$ cat config.mk
export PLATFORM = sky130hd
export DESIGN_NAME = vga_line_fetch
export DESIGN_NICKNAME = d
export VERILOG_FILES = /design/src/rtl/vga_line_fetch.sv
export SDC_FILE = /design/constraint.sdc
export NUM_CORES = 1
export LEC_CHECK = 0
export CAP_MARGIN = 10
export CELL_PAD_IN_SITES_DETAIL_PLACEMENT = 0
export CELL_PAD_IN_SITES_GLOBAL_PLACEMENT = 2
export CORE_MARGIN = 2
export CORE_UTILIZATION = 33
export CTS_CLUSTER_DIAMETER = 200
export CTS_CLUSTER_SIZE = 28
export DETAILED_ROUTE_END_ITERATION = 7
export PLACE_DENSITY = 0.84
export REMOVE_ABC_BUFFERS = 1
export SYNTH_ARGS = -nofsm -noshare
export SYNTH_HDL_FRONTEND = slang
export SYNTH_SLANG_ARGS = --single-unit
$ cat constraint.sdc
create_clock -name sys_clk -period 2.99 [get_ports sys_clk]
set_input_delay 0.897 -clock sys_clk [delete_from_list [all_inputs] [get_ports sys_clk]]
set_output_delay 0.897 -clock sys_clk [all_outputs]
set_load 0.05 [all_outputs]
$ cat src/rtl/vga_line_fetch.sv
// vga_line_fetch
//   Line-prefetch sequencer for the VGA ping-pong line buffer (sys_clk domain).
//   On each line_start it reads the NEXT scanline (LINE_WORDS words) from the
//   framebuffer over a req/ack master port. Each word goes into the idle bank
//   of the line buffer. The pixel-domain timing generator reads the other bank.
//
// Ports
//   sys_clk, rst          clock (rising edge); asynchronous active-low reset
//   enable                1 = fetching allowed
//   frame_start           1-cycle pulse; latches fb_base and clears underrun
//   line_start, line_num  1-cycle pulse plus the line now being displayed
//   fb_base               framebuffer base word address
//   mem_req/addr/ack/rdata  memory read master (ack is 1 cycle, data same cycle)
//   buf_ce/we/addr/wdat   line-buffer write port, buf_addr = {bank, idx[9:0]}
//   busy                  state != IDLE
//   line_done             1-cycle pulse after the last word of a line is written
//   underrun              sticky flag: a line_start arrived while busy
module vga_line_fetch #(
    parameter int DATA_W     = 8,
    parameter int ADDR_W     = 17,
    parameter int LINE_WORDS = 320,
    parameter int V_LINES    = 240
) (
    input  logic              sys_clk,
    input  logic              rst,
    input  logic              enable,
    input  logic              frame_start,
    input  logic              line_start,
    input  logic [9:0]        line_num,
    input  logic [ADDR_W-1:0] fb_base,
    output logic              mem_req,
    output logic [ADDR_W-1:0] mem_addr,
    input  logic              mem_ack,
    input  logic [DATA_W-1:0] mem_rdata,
    output logic              buf_ce,
    output logic              buf_we,
    output logic [10:0]       buf_addr,
    output logic [DATA_W-1:0] buf_wdat,
    output logic              busy,
    output logic              line_done,
    output logic              underrun
);

    typedef enum logic [1:0] {IDLE, REQ, WRITE} state_e;

    localparam logic [ADDR_W-1:0] LW_A    = ADDR_W'(LINE_WORDS);
    localparam logic [9:0]        LAST    = 10'(LINE_WORDS - 1);
    localparam logic [9:0]        LAST_LN = 10'(V_LINES - 1);

    state_e              state_q;
    logic [ADDR_W-1:0]   base_q;
    logic [ADDR_W-1:0]   row_q;
    logic [9:0]          idx_q;
    logic                bank_q;

    logic                mem_req_q, buf_ce_q, buf_we_q, busy_q, line_done_q, underrun_q;
    logic [ADDR_W-1:0]   mem_addr_q;
    logic [10:0]         buf_addr_q;
    logic [DATA_W-1:0]   buf_wdat_q;

    logic [9:0]          tgt_d;
    logic [ADDR_W-1:0]   base_d;
    logic [ADDR_W-1:0]   row_d;

    // Next line to fetch. Out-of-range line numbers are treated as a wrap.
    assign tgt_d  = (line_num >= LAST_LN) ? 10'd0 : line_num + 10'd1;
    // A frame_start coinciding with line_start must already use the new base.
    assign base_d = frame_start ? fb_base : base_q;
    // The row base is computed once per line, so the per-word path is one add.
    assign row_d  = base_d + ADDR_W'(tgt_d) * LW_A;

    always_ff @(posedge sys_clk or negedge rst) begin
        if (!rst) begin
            state_q     <= IDLE;
            base_q      <= '0;
            row_q       <= '0;
            idx_q       <= '0;
            bank_q      <= 1'b0;
            mem_req_q   <= 1'b0;
            mem_addr_q  <= '0;
            buf_ce_q    <= 1'b0;
            buf_we_q    <= 1'b0;
            buf_addr_q  <= '0;
            buf_wdat_q  <= '0;
            busy_q      <= 1'b0;
            line_done_q <= 1'b0;
            underrun_q  <= 1'b0;
        end else begin
            line_done_q <= 1'b0;

            if (frame_start) begin
                base_q     <= fb_base;
                underrun_q <= 1'b0;
            end
            // A line_start while busy does not restart anything. It only flags
            // that the previous line was late. If frame_start arrives in the
            // same cycle, the set wins over the clear.
            if (line_start && state_q != IDLE)
                underrun_q <= 1'b1;

            case (state_q)
                IDLE: begin
                    if (line_start && enable) begin
                        bank_q     <= tgt_d[0];
                        row_q      <= row_d;
                        idx_q      <= '0;
                        mem_req_q  <= 1'b1;
                        mem_addr_q <= row_d;
                        busy_q     <= 1'b1;
                        state_q    <= REQ;
                    end
                end
                REQ: begin
                    // The request is held until ack, even if enable drops.
                    if (mem_ack) begin
                        mem_req_q  <= 1'b0;
                        buf_ce_q   <= 1'b1;
                        buf_we_q   <= 1'b1;
                        buf_addr_q <= {bank_q, idx_q};
                        buf_wdat_q <= mem_rdata;
                        state_q    <= WRITE;
                    end
                end
                WRITE: begin
                    buf_ce_q <= 1'b0;
                    buf_we_q <= 1'b0;
                    if (idx_q == LAST) begin
                        line_done_q <= 1'b1;
                        busy_q      <= 1'b0;
                        state_q     <= IDLE;
                    end else if (!enable) begin
                        busy_q  <= 1'b0;
                        state_q <= IDLE;
                    end else begin
                        idx_q      <= idx_q + 10'd1;
                        mem_req_q  <= 1'b1;
                        mem_addr_q <= row_q + ADDR_W'(idx_q + 10'd1);
                        state_q    <= REQ;
                    end
                end
                default: begin
                    mem_req_q <= 1'b0;
                    busy_q    <= 1'b0;
                    state_q   <= IDLE;
                end
            endcase
        end
    end

    assign mem_req   = mem_req_q;
    assign mem_addr  = mem_addr_q;
    assign buf_ce    = buf_ce_q;
    assign buf_we    = buf_we_q;
    assign buf_addr  = buf_addr_q;
    assign buf_wdat  = buf_wdat_q;
    assign busy      = busy_q;
    assign line_done = line_done_q;
    assign underrun  = underrun_q;

endmodule

After elaboration in Yosys (flattened, before gate mapping) --
Cells that the tools add are included.
Word-level totals: register bits 88, input port bits 41, output and inout port bits 42, word-level logic and storage cells 72
Operators by class: $add $sub $neg 5, multipliers 1, magnitude comparators 1, equality and inequality tests 8, muxes and demuxes 29, bitwise logic cells 1, reductions and logical operators 14
Operator list (number):
- $mux W17 | 4
- $mux W10 | 4
- $pmux W17 S2 | 1
- $add A10 B1 Y10 const B | 2
- $pmux W10 S2 | 1
- $add A17 B11 Y17 | 1
- $add A17 B17 Y17 | 1
- $mux W1 | 13
- $add A10 B1 Y11 const B | 1
- $mul A10 B3 Y11 const B | 1
- $eq A10 B9 Y1 const B | 1
- $ge A10 B8 Y1 const B | 1
- $ne A2 B2 Y1 const B | 4
- $reduce_and A2 Y1 | 4
- $reduce_and A4 Y1 | 2
- $reduce_bool A2 Y1 | 4
- $pmux W1 S3 | 2
- $pmux W2 S3 | 1
- $mux W2 | 2
- $ne A3 B3 Y1 const B | 1
- $reduce_and A3 Y1 | 1
- $eq A2 B1 Y1 const B | 1
- $eq A2 B2 Y1 const B | 1
- $logic_and A1 B1 Y1 | 2
- 3 further kinds | 3

Logic depth before layout (Yosys ltp) --
word-level depth 6, gate-level depth with buffers 21, depth with buffers taken out 21

Worst setup path before layout --
No wires, ideal clock.
path type input -> register, from input port line_num[0], to register mem_addr_q[15], in the netlist mem_addr[15], setup time 137 ps, arrival 4350 ps, required time 2853 ps, slack -1497 ps, cell stages on the path 21, buffers on the path 0, path through ha_1 -> and3_1 -> o2111ai_1 -> nand2_1 -> inv_1 -> nand2_1 -> inv_1 -> ha_1 -> ha_1 -> fa_1 -> a21o_1 -> a21oi_1 -> o21bai_1 -> a21oi_1 -> xnor2_1 -> ha_1 -> inv_1 -> nor3_1 -> mux2_2 -> o21ai_0 -> o211ai_1
On the way: cells in the longest elaborated chain, start to end 6, elaborated cells between the ends (all ways) 7, classes of those cells add/sub: 2; mul: 1; order compare: 1; mux: 3
Ends and longest elaborated chain:
- start, declared | line 29 | input logic [9:0] line_num,
- $add A10 B1 Y10 / $ge A10 B8 Y1 (equally long branches) | line 66 | assign tgt_d = (line_num >= LAST_LN) ? 10'd0 : line_num + 10'd1;
- $mux W10 * | line 66
- $mul A10 B3 Y11 * | line 70 | assign row_d = base_d + ADDR_W'(tgt_d) * LW_A;
- $add A17 B17 Y17 * | line 70
- $mux W17 * | line 103 | if (line_start && enable) begin
- $pmux W17 S2 * | line 101 | case (state_q)
- end signal, assigned | line 108 | mem_addr_q <= row_d;
- end signal, assigned | line 137 | mem_addr_q <= row_q + ADDR_W'(idx_q + 10'd1);
- end, declared | line 57 | logic [ADDR_W-1:0] mem_addr_q;
Every way passes the cells marked *; elsewhere a longest branch is shown, timed or not. The select of a mux whose other input is x is not followed. A chain may end at the register's enable or synchronous reset.

Worst setup path in the final report --
from input port line_num[1], to register mem_addr_q[16], in the netlist mem_addr[16]
Same word-level chain as after synthesis.

==> impl_metrics.tcl <==
set metrics [dict create \
    finalMaxSlewViolations 0 \
    worst_slew_pin_slew_ns 0.509 \
    die_y_um 129 \
    yosys_warnings 0 \
    drc_errors 0 \
    async_reset_ff_share_pct 100 \
    clkTransAtPathRegs_ns 0.06 \
    final_nets 789 \
    grt_max_degree 43 \
    hpwlAfterDp_um 9940 \
    mostFrequentLayoutCells "nand2_1 (110), dfrtp_1 (88), clkdlybuf4s50_1 (73)" \
    drive_gt1_share_pct 23.6 \
    post-place-ws_ns -2.18 \
    critPathMaxFanout 7 \
    dr.first_iter.drc_count 224 \
    cts_max_level 3 \
    total_power_mw 5.32 \
    insertion_delay_ns 0.35 \
    post-route-period-util_pct 137 \
    insertedDiodeCount 0 \
    numCtsBuffers 9 \
    start_kind "input port" \
    grt_overflow 0 \
    rrSetupSlack_ns 0.32 \
    grt.total_usage_pct 16.9 \
    cts_tree "done" \
    status "finished, violations left" \
    fp.coreArea_um2 15200 \
    vias 4468 \
    setup_violations 18 \
    fin_crit_ns 4.10 \
    switchingPower_mw 2.21 \
    totalWireLength_um 13700 \
    timing.fmax_mhz 244 \
    cap_violations 0 \
    synth-seq-cells 88 \
    die_w_um 129 \
    grt_pass1_wl_um 22100 \
    first_global_vias 4463 \
    hp-class "in -> async" \
    port_buffers 82 \
    worst_slack_ns -1.11 \
    fin_skew_ns 0.00692 \
    critPathRequiredTime_ns 3.23 \
    violations "setup timing" \
    firstDrtPassIters 5 \
    fp.dieArea_um2 16600 \
    cts.sinks 88 \
    root_buffer "clkbuf_16" \
    wire_per_inst_um 15.2 \
    place_congestion 0.816 \
    crit_path_end_kind "flip-flop" \
    power_density_nw_per_um2 723 \
    whs_ns 0.450 \
    utilization_pct 48.4 \
    ioPinCount 83 \
    vdd_drop_max_uv 290 \
    viasPerCell 4.96 \
    slew_headroom_pct 66.0 \
    grt_setup_unrepaired "true" \
    area_delta_synth_final_pct 43.5 \
    critPathKind "in -> reg" \
    combPwrFrac_pct 45.8 \
    antenna_found_initial 0 \
    cts_hold_buf 0 \
    synth_cell_type_count 62 \
    switching_share_pct 41.6 \
    syn_avg_cell_area_um2 9.21 \
    intPower_mw 3.11 \
    synth_cells 557 \
    p_leak_nw 3.39 \
    seq_area_frac_synth_pct 42.9 \
    cts_buffer_depth 2 \
    syn-cell-area_um2 5130 \
    hold_viol 0 \
    final_common_cell "nand2_1" \
    pwr-share-seq_pct 33.2 \
    synth_edf_count 0 \
    ant_nets 0 \
    start_util_pct 33.7 \
    synth-main-ff-cell "dfrtp_1" \
    arrival_ns 4.34 \
    p_clk_share_pct 21.0 \
    row_count 45 \
    n_fill_cell 1411 \
]
## power by group through the flow
stage	combinational [mW]	sequential, mW	clock (mW)
6_report	2.44	1.77	1.12
5_1_grt	2.63	1.82	1.21
3_3_place_gp	2.26	1.78	0
3_5_place_dp	2.28	1.79	0
4_1_cts	2.40	1.77	1.15
2_1_floorplan	0.769	2.45	0
## flip-flops by register name (all words and copies together) (netlist names), 2 cells and up
| register | cells |
|---|---|
| buf_wdat | 8 |
| mem_addr | 17 |
| row_q | 17 |
| state_q | 2 |
| buf_addr | 11 |
| base_q | 17 |
| idx_q | 10 |
## cell families (layout without fill, tap and decap cells)
family	Yosys count	count (layout)	share of synthesized area [%]
AOI/OAI and AO/OA	120	120	15.1
muxes	21	21	4.44
and+or+nand+nor	212	212	18.1
other	1	2	0.0731
xor gates and xnor gates	30	30	5.41
buffers and inverters	45	199	3.78
adders and majority gates	40	40	10.2
DFF	88	88	42.9
## layout make-up
class | instances | area [um2] | area share (%)
multi-input combinational | 425 | 3100 | 42.1
tap | 188 | 235 | 3.20
timing repair buffer | 159 | 1450 | 19.6
inverter | 25 | 93.8 | 1.27
clock inverter | 6 | 61.3 | 0.833
clock buffer | 9 | 225 | 3.06
sequential | 88 | 2200 | 29.9
## synth_stat cells, drive strengths merged (7+ instances only)
cell / count / share of area (%)
buf: 14 / 1.5
o21ai: 38 / 3.8
mux2i: 7 / 1.4
xor2: 14 / 2.4
nor3: 12 / 1.2
dfrtp: 88 / 43
inv: 24 / 1.8
nand3: 14 / 1.4
ha: 37 / 9.0
a21o: 9 / 1.3
mux2: 14 / 3.1
nor2: 37 / 2.8
nand2: 115 / 8.4
xnor2: 15 / 2.6
a21oi: 28 / 2.7
## timing repair
| item | CTS | global route |
|---|---|---|
| endpoints found under the setup margin | 20 | 20 |
| pin swaps | 39 | 38 |
| setup buffers | 13 | 9 |
| resized for setup | 89 | 22 |
## metrics by stage
step | TNS, ns | area [um2] | std cells
6_report | -12.89 | 7360 | 900
5_1_grt | -15.65 | 7360 | 900
4_1_cts | -12.68 | 7220 | 891
3_5_place_dp | -30.25 | 6540 | 865
3_3_place_gp | -28.76 | 6540 | 865
2_1_floorplan | -15.81 | 5030 | 538
## metal layers
metal  track usage, %  vias to the layer above  wire [um]
met4             5.56                        0        181
met3             2.58                       13        444
met2             29.8                       80       6860
li1                 -                     2236          -
met5                0                        -          0
met1             21.1                     2139       6160
## final timing paths
kind / to / startpoint / depth (start not counted)
min reg2reg: buf_addr[10] / bank_q / 2
max: mem_addr[16] / line_num[1] / 19
max in group asynchronous: buf_addr[9] / rst / 2
min in group sys_clk: buf_addr[10] / bank_q / 2
max reg2reg: mem_addr[8] / idx_q[0] / 10
min: mem_addr[1] / rst / 1
## worst max-delay path, stage by stage
cell and delay, ns:
buf_8 0.10, ha_4 0.15, and3_4 0.15, o2111ai_4 0.20, nand2_4 0.12, nor2_4 0.12
mux2i_2 0.25, ha_1 0.30, a21oi_4 0.16, o21bai_1 0.10, xor2_1 0.17, ha_1 0.35
a21oi_2 0.19, buf_4 0.13, and2_4 0.14, a221oi_4 0.06, o41ai_2 0.31, xnor2_1 0.15
a221oi_1 0.29
Power figures use the tool's default switching activity.
